### src/rtl/jericalla_secuenciador.sv
// Instruction sequencer for the jericalla datapath: holds a small program and
// issues one word every two cycles, halting on a zero word, on Zflag or at the end.
module jericalla_secuenciador #(
  parameter int ANCHO_INSTR = 17,
  parameter int ANCHO_PC    = 4,
  parameter int PROF        = 16
) (
  input  logic                   clk,
  input  logic                   rst,
  input  logic                   carga_en,
  input  logic [ANCHO_PC-1:0]    carga_dir,
  input  logic [ANCHO_INSTR-1:0] carga_dato,
  input  logic                   inicio,
  input  logic                   alto_en_cero,
  input  logic                   zflag,
  output logic [ANCHO_INSTR-1:0] instruccion,
  output logic                   instr_valida,
  output logic [ANCHO_PC-1:0]    pc,
  output logic                   ocupado,
  output logic                   fin,
  output logic [ANCHO_PC:0]      cuenta
);

  typedef enum logic [1:0] {IDLE, FETCH, EXEC, HALT} estado_t;

  localparam logic [ANCHO_PC-1:0] PC_MAX     = ANCHO_PC'(PROF - 1);
  localparam logic [ANCHO_PC:0]   CUENTA_MAX = (ANCHO_PC + 1)'(PROF);

  estado_t                estado_reg;
  logic [ANCHO_INSTR-1:0] prog_mem [PROF];
  logic                   carga_ok;
  logic                   parar;

  // Loading is only allowed while stopped, so a running program never changes under itself.
  assign carga_ok = carga_en && (estado_reg == IDLE || estado_reg == HALT);

  // Memory has no reset on purpose: the program survives rst.
  always_ff @(posedge clk) begin
    if (carga_ok) begin
      prog_mem[carga_dir] <= carga_dato;
    end
  end

  // During EXEC, instruccion is the held word, so the halt decision reads it directly.
  assign parar = (instruccion == '0) || (alto_en_cero && zflag) || (pc == PC_MAX);

  always_ff @(posedge clk or posedge rst) begin
    if (rst) begin
      estado_reg   <= IDLE;
      instruccion  <= '0;
      instr_valida <= 1'b0;
      pc           <= '0;
      ocupado      <= 1'b0;
      fin          <= 1'b0;
      cuenta       <= '0;
    end else begin
      case (estado_reg)
        IDLE, HALT: begin
          if (inicio) begin
            estado_reg <= FETCH;
            pc         <= '0;
            cuenta     <= '0;
            ocupado    <= 1'b1;
            fin        <= 1'b0;
          end
        end
        FETCH: begin
          instruccion  <= prog_mem[pc];
          instr_valida <= 1'b1;
          estado_reg   <= EXEC;
        end
        EXEC: begin
          instruccion  <= '0;
          instr_valida <= 1'b0;
          if (cuenta != CUENTA_MAX) begin
            cuenta <= cuenta + 1'b1;
          end
          if (parar) begin
            estado_reg <= HALT;
            ocupado    <= 1'b0;
            fin        <= 1'b1;
          end else begin
            pc         <= pc + 1'b1;
            estado_reg <= FETCH;
          end
        end
        default: estado_reg <= IDLE;
      endcase
    end
  end

endmodule

### config.mk
export PLATFORM = sky130hd
export DESIGN_NAME = jericalla_secuenciador
export DESIGN_NICKNAME = d
export VERILOG_FILES = /design/src/rtl/jericalla_secuenciador.sv
export SDC_FILE = /design/constraint.sdc
export NUM_CORES = 1
export LEC_CHECK = 0
export ABC_CLOCK_PERIOD_IN_PS = 5400
export CORE_MARGIN = 1
export CORE_UTILIZATION = 45
export DETAILED_ROUTE_END_ITERATION = 10
export DONT_BUFFER_PORTS = 1
export SYNTH_ARGS = -nofsm -noshare
export SYNTH_HDL_FRONTEND = slang
export SYNTH_SLANG_ARGS = --single-unit
### constraint.sdc
create_clock -name clk -period 5.4 [get_ports clk]
set_input_delay 1.08 -clock clk [delete_from_list [all_inputs] [get_ports clk]]
set_output_delay 1.08 -clock clk [all_outputs]
set_load 0.01 [all_outputs]
==> results.json, run 1 <==
{
  "clockBufferDepth": 3,
  "synth_top_area_share_pct": 67.9,
  "fin_nets": 772,
  "htree_levels": 1,
  "crit_start": "pc[0]$_DFFE_PP0P_",
  "worst_ir_drop_vdd_uv": 237,
  "cts_tree": "yes",
  "clock.fmax_mhz": 361,
  "postCtsSetupBuffers": 0,
  "clock_sinks": 303,
  "power.density_nw_per_um2": 446,
  "yosys_warnings": 0,
  "drc": 8,
  "critPathArrivalTime_ps": 1690,
  "fin_crit_ps": 2770,
  "portBuffers": 0,
  "grt_max_degree": 80,
  "largest_reg_flops": 272,
  "dp.final_hpwl_um": 15400,
  "relSlewSlack_pct": 20.3,
  "reg2reg_from": "pc[0]$_DFFE_PP0P_",
  "synthTopCellsByCount": "272 x edfxtp_1, 136 x mux2i_1, 52 x nand2_1",
  "dr.pass1.iters": 7,
  "synth.most_common_cell": "edfxtp_1",
  "initial_core_util_pct": 46.1,
  "top_register": "prog_mem",
  "wl_per_cell_um": 23.7,
  "critPathRequiredTime_ps": 4320,
  "worst_slack_ps": 2630,
  "dieWidth_um": 166,
  "violations": "DRC",
  "route.vias.total": 6316,
  "maxCapViolCount": 0,
  "fin_crit_sh_pct": 51.3,
  "synthArstFlopShare_pct": 10.2,
  "synth_top_flop_cell": "edfxtp_1",
  "ys_seq_elements": 303,
  "worst_setup_path_start_kind": "flip-flop",
  "n_antenna_cell": 0,
  "synth_cells": 738,
  "cts_inserted_buffers": 30,
  "syn_area_sq_um": 12000,
  "crit_type": "reg2out",
  "power.total_mw": 5.94,
  "rsz0062_at_grt": "false",
  "root_buffer": "clkbuf_16",
  "core_sq_um": 26100,
  "instances_no_fill": 1096,
  "place_worst_setup_slack_ps": 2530,
  "ys_seq_area_share_pct": 74.3,
  "worstSkewPairLatency_ps": 550,
  "grt_pass1_wl_um": 38700,
  "reg.largest.list": "prog_mem x272, instruccion x17, cuenta x5",
  "finClkSkew_ps": 9.39,
  "synth_top_area_cell": "edfxtp_1",
  "setup_viol": 0,
  "syn-num-nets": 770,
  "worst_slew_pin_slew_ps": 1200,
  "globalplace.congestion": 0.798,
  "ctsHoldBuffers": 0,
  "cp-end-kind": "output pin",
  "antenna_found_initial": 0,
  "pin_count": 56,
  "grt_usage_pct": 19.4,
  "drv_slew": 0,
  "grt_overflow": 0,
  "path_clk_slew_ps": 60,
  "drt_iter0_drc": 604,
  "finalHoldViolations": 0,
  "hp-class": "in2async",
  "dieArea_sq_um": 27400,
  "dp_cells": 1043,
  "yosysUniqueCellTypes": 42,
  "avgSynthCellArea_sq_um": 16.3,
  "leakagePower_nw": 4.26,
  "drive_gt1_share_pct": 10.4,
  "first_global_vias": 6274,
  "vias_per_cell": 5.76,
  "cts_resized": 0,
  "synth.area.top_cells": "edfxtp_1 68%, mux2i_1 11%, dfrtp_1 6.4%",
  "die_h_um": 166,
  "ant_nets": 0,
  "routed_wl_um": 26000,
  "synth-edff-count": 272,
  "status": "finished, violations left",
  "syn2layout_area_growth_pct": 10.6,
  "cp_max_fo": 64,
  "std_cell_rows": 59,
  "setup_tns_ps": 0
}
[cells by family after synthesis]
family	Yosys count	synth area share, %
adders and majority gates	5	0.520
and+or+nand+nor	135	5.25
buffers and inverters	49	2.08
AOI/OAI and AO/OA	109	6.43
DFF	303	74.3
muxes	137	11.4
[power by group]
part	total [mW]	switching, mW	internal, mW
sequential	2.96	0.254	2.70
combinational	1.06	0.643	0.421
clock	1.92	0.813	1.10
total	5.94	1.71	4.23
[through the flow]
step                      hold slack, ps  utilization [%]  area (sq um)
after CTS                            522             51.0         13300
after floorplan                      519                -         12000
after global routing                 558             51.0         13300
final                                524             51.0         13300
after global placement               542             47.4         12400
after detailed placement             545             47.4         12400
[area by class of cell]
class / count / area [sq um]
inverters: 7 / 26.3
well taps: 335 / 419
repair buffers: 12 / 103
multi-input cells: 386 / 2900
clock inverters: 13 / 58.8
fillers: 2100 / 12800
flip-flops and latches: 303 / 8950
clock buffers: 40 / 860
[final timing paths]
kind	cells after the start	slack [ps]	to
setup / recovery	0	2630	pc[0]
hold / removal	2	520	instruccion[5]$_DFFE_PP0P_
setup reg to reg	5	2710	instruccion[2]$_DFFE_PP0P_
hold reg to reg	2	560	instr_valida$_DFFE_PP0P_
max in group asynchronous	2	4520	pc[0]$_DFFE_PP0P_
min in group clk	2	560	instr_valida$_DFFE_PP0P_
[cell usage in the layout (no fill, tap or decap), drive strengths merged, types with 9 or more instances in the layout]
master / instances
nor3: 9
nand3: 27
edfxtp: 272
nand2: 52
a21oi: 21
clkbuf: 40
buf: 12
a32oi: 16
nor2: 20
o21ai: 9
dfrtp: 31
mux2i: 137
clkinv: 13
a22oi: 50
[metal layers]
metal	GRT usage (%)	wire length, um	up-vias
met5	0	0	-
met3	4.27	1850	28
met4	4.01	342	0
met1	26.4	11300	3213
li1	-	-	2897
met2	31.8	12500	178
Power figures use the tool's default switching activity.
==> run 2, diff against run 1 <==
- ABC_CLOCK_PERIOD_IN_PS: 5400 -> 2400
- clock period: 5.4 -> 2.4 ns (I/O delays scaled with it)
==> run 2 against run 1 <==
Net effect: the flow still finishes with violations (DRC); clock skew is 2.1 ps higher; clock-buffer cell count is 4 higher; register-to-register slack worse by 2400 ps; die area stayed put; core utilization is 1.6 points higher; highest routed layer unchanged; critical path depth is 8 higher; critical endpoint is now instruccion[7]$_DFFE_PP0P_; sequential cell count stayed put; non-clock buffer count is 24 higher; power is 140% higher.
==> results.json, run 2 (same netlist as run 1, synthesis figures left out) <==
{
  "std_cell_rows": 59,
  "grt_usage_pct": 20.4,
  "routed_wl_um": 27200,
  "place_worst_setup_slack_ps": 339,
  "cp-end-kind": "flip-flop",
  "setup_tns_ps": 0,
  "relSlewSlack_pct": 60.8,
  "portBuffers": 0,
  "reg.largest.list": "prog_mem x272, instruccion x17, cuenta x5",
  "antenna_found_initial": 0,
  "syn2layout_area_growth_pct": 14.0,
  "dp_cells": 1066,
  "cts_inserted_buffers": 30,
  "worstSkewPairLatency_ps": 550,
  "dieWidth_um": 166,
  "p_comb_share_pct": 18.5,
  "fin_nets": 796,
  "grt_overflow": 0,
  "grt_max_degree": 77,
  "htree_levels": 1,
  "cp_max_fo": 25,
  "drive_gt1_share_pct": 13.2,
  "vias_per_cell": 5.81,
  "dieArea_sq_um": 27400,
  "largest_reg_flops": 272,
  "instances_no_fill": 1122,
  "drc": 12,
  "finalHoldViolations": 0,
  "initial_core_util_pct": 46.1,
  "clock_sinks": 303,
  "status": "finished, violations left",
  "core_sq_um": 26100,
  "power.density_nw_per_um2": 1030,
  "top_register": "prog_mem",
  "clockBufferDepth": 3,
  "ant_nets": 0,
  "grt_pass1_wl_um": 40800,
  "fin_crit_ps": 2120,
  "root_buffer": "clkbuf_16",
  "clock.fmax_mhz": 472,
  "drt_iter0_drc": 608,
  "pwr-share-seq_pct": 46.2,
  "worst_slew_pin_slew_ps": 588,
  "dr.pass1.iters": 8,
  "hp-class": "in2reg",
  "drv_slew": 0,
  "power.total_mw": 14.1,
  "first_global_vias": 6808,
  "worst_ir_drop_vdd_uv": 607,
  "violations": "DRC",
  "wl_per_cell_um": 24.3,
  "path_clk_slew_ps": 60,
  "cts_tree": "yes",
  "n_antenna_cell": 0,
  "rsz0062_at_grt": "false",
  "fin_crit_sh_pct": 88.2,
  "dp.final_hpwl_um": 16800,
  "die_h_um": 166,
  "setup_viol": 0,
  "leakagePower_nw": 4.46,
  "finClkSkew_ps": 11.5,
  "cts_resized": 0,
  "maxCapViolCount": 0,
  "pin_count": 56,
  "crit_type": "reg2reg",
  "worst_setup_path_start_kind": "flip-flop",
  "worst_slack_ps": 282,
  "p_switching_mw": 3.93,
  "globalplace.congestion": 0.838,
  "p_clk_share_pct": 35.4,
  "layout_common_cells": "272 x edfxtp_1, 136 x mux2i_1, 52 x nand2_1",
  "route.vias.total": 6517,
  "critPathArrivalTime_ps": 2600,
  "internal-power_mw": 10.2,
  "critPathRequiredTime_ps": 2880,
  "layout_commonest_cell": "edfxtp_1",
  "p_sw_share_pct": 27.9
}
## run 2: metal layers
metal  GRT usage, %  share of wire (%)  vias up
met1           27.7                 43     3378
met2           34.4                 49      168
li1               -                  -     2934
met4           4.30                1.5        0
met5              0                  0        -
met3           3.65                5.9       37
## run 2: metrics by stage
| stage | hold WS, ps | area [sq um] | util, % |
|---|---|---|---|
| floorplan | 519 | 12100 | - |
| global placement | 353 | 12600 | 48.4 |
| detailed placement | 364 | 12600 | 48.4 |
| CTS | 5.44 | 13700 | 52.5 |
| global route | 3.56 | 13700 | 52.5 |
| finish | 29.4 | 13700 | 52.5 |
## run 2: area by class of cell
cell class,instances,area [sq um]
Clock buffer,44,885
Clock inverter,11,188
Fill cell,2131,12400
Inverter,7,26.3
Multi-Input combinational cell,386,2900
Sequential cell,303,8950
Tap cell,335,419
Timing Repair Buffer,36,360
## run 2: final timing paths
path / startpoint / to / slack, ps / cells past startpoint
worst max-delay path: estado_reg[0]$_DFFE_PP0P_ / instruccion[7]$_DFFE_PP0P_ / 280 / 8
worst min-delay path: carga_dato[6] / prog_mem[14][6]$_DFFE_PP_ / 30 / 0
worst max register to register: estado_reg[0]$_DFFE_PP0P_ / instruccion[7]$_DFFE_PP0P_ / 280 / 8
worst min register to register: instr_valida$_DFFE_PP0P_ / instr_valida$_DFFE_PP0P_ / 590 / 2
max in group asynchronous: rst / instruccion[16]$_DFFE_PP0P_ / 1370 / 3
min in group asynchronous: rst / instruccion[5]$_DFFE_PP0P_ / 350 / 2
## run 2: timing repair
action,4_1_cts,5_1_grt
hold buffers,1,0
hold endpoints to repair,7,0
buffers inserted,0,0
## run 2: power by group through the flow
stage | clock network (mW) | logic [mW] | registers (mW)
5_1_grt | 5.25 | 2.84 | 6.53
3_3_place_gp | 0 | 2.51 | 6.60
4_1_cts | 5.06 | 2.62 | 6.51
6_report | 4.98 | 2.61 | 6.50
2_1_floorplan | 0 | 1.95 | 6.41
3_5_place_dp | 0 | 2.60 | 6.62
## run 2: worst max-delay path: stages, from the launching register on
cell and delay [ps]:
dfrtp_1 380, inv_1 70, ha_1 350, buf_4 260
or3b_1 400, buf_4 220, a21oi_1 150, a32oi_1 130
nand2_1 90
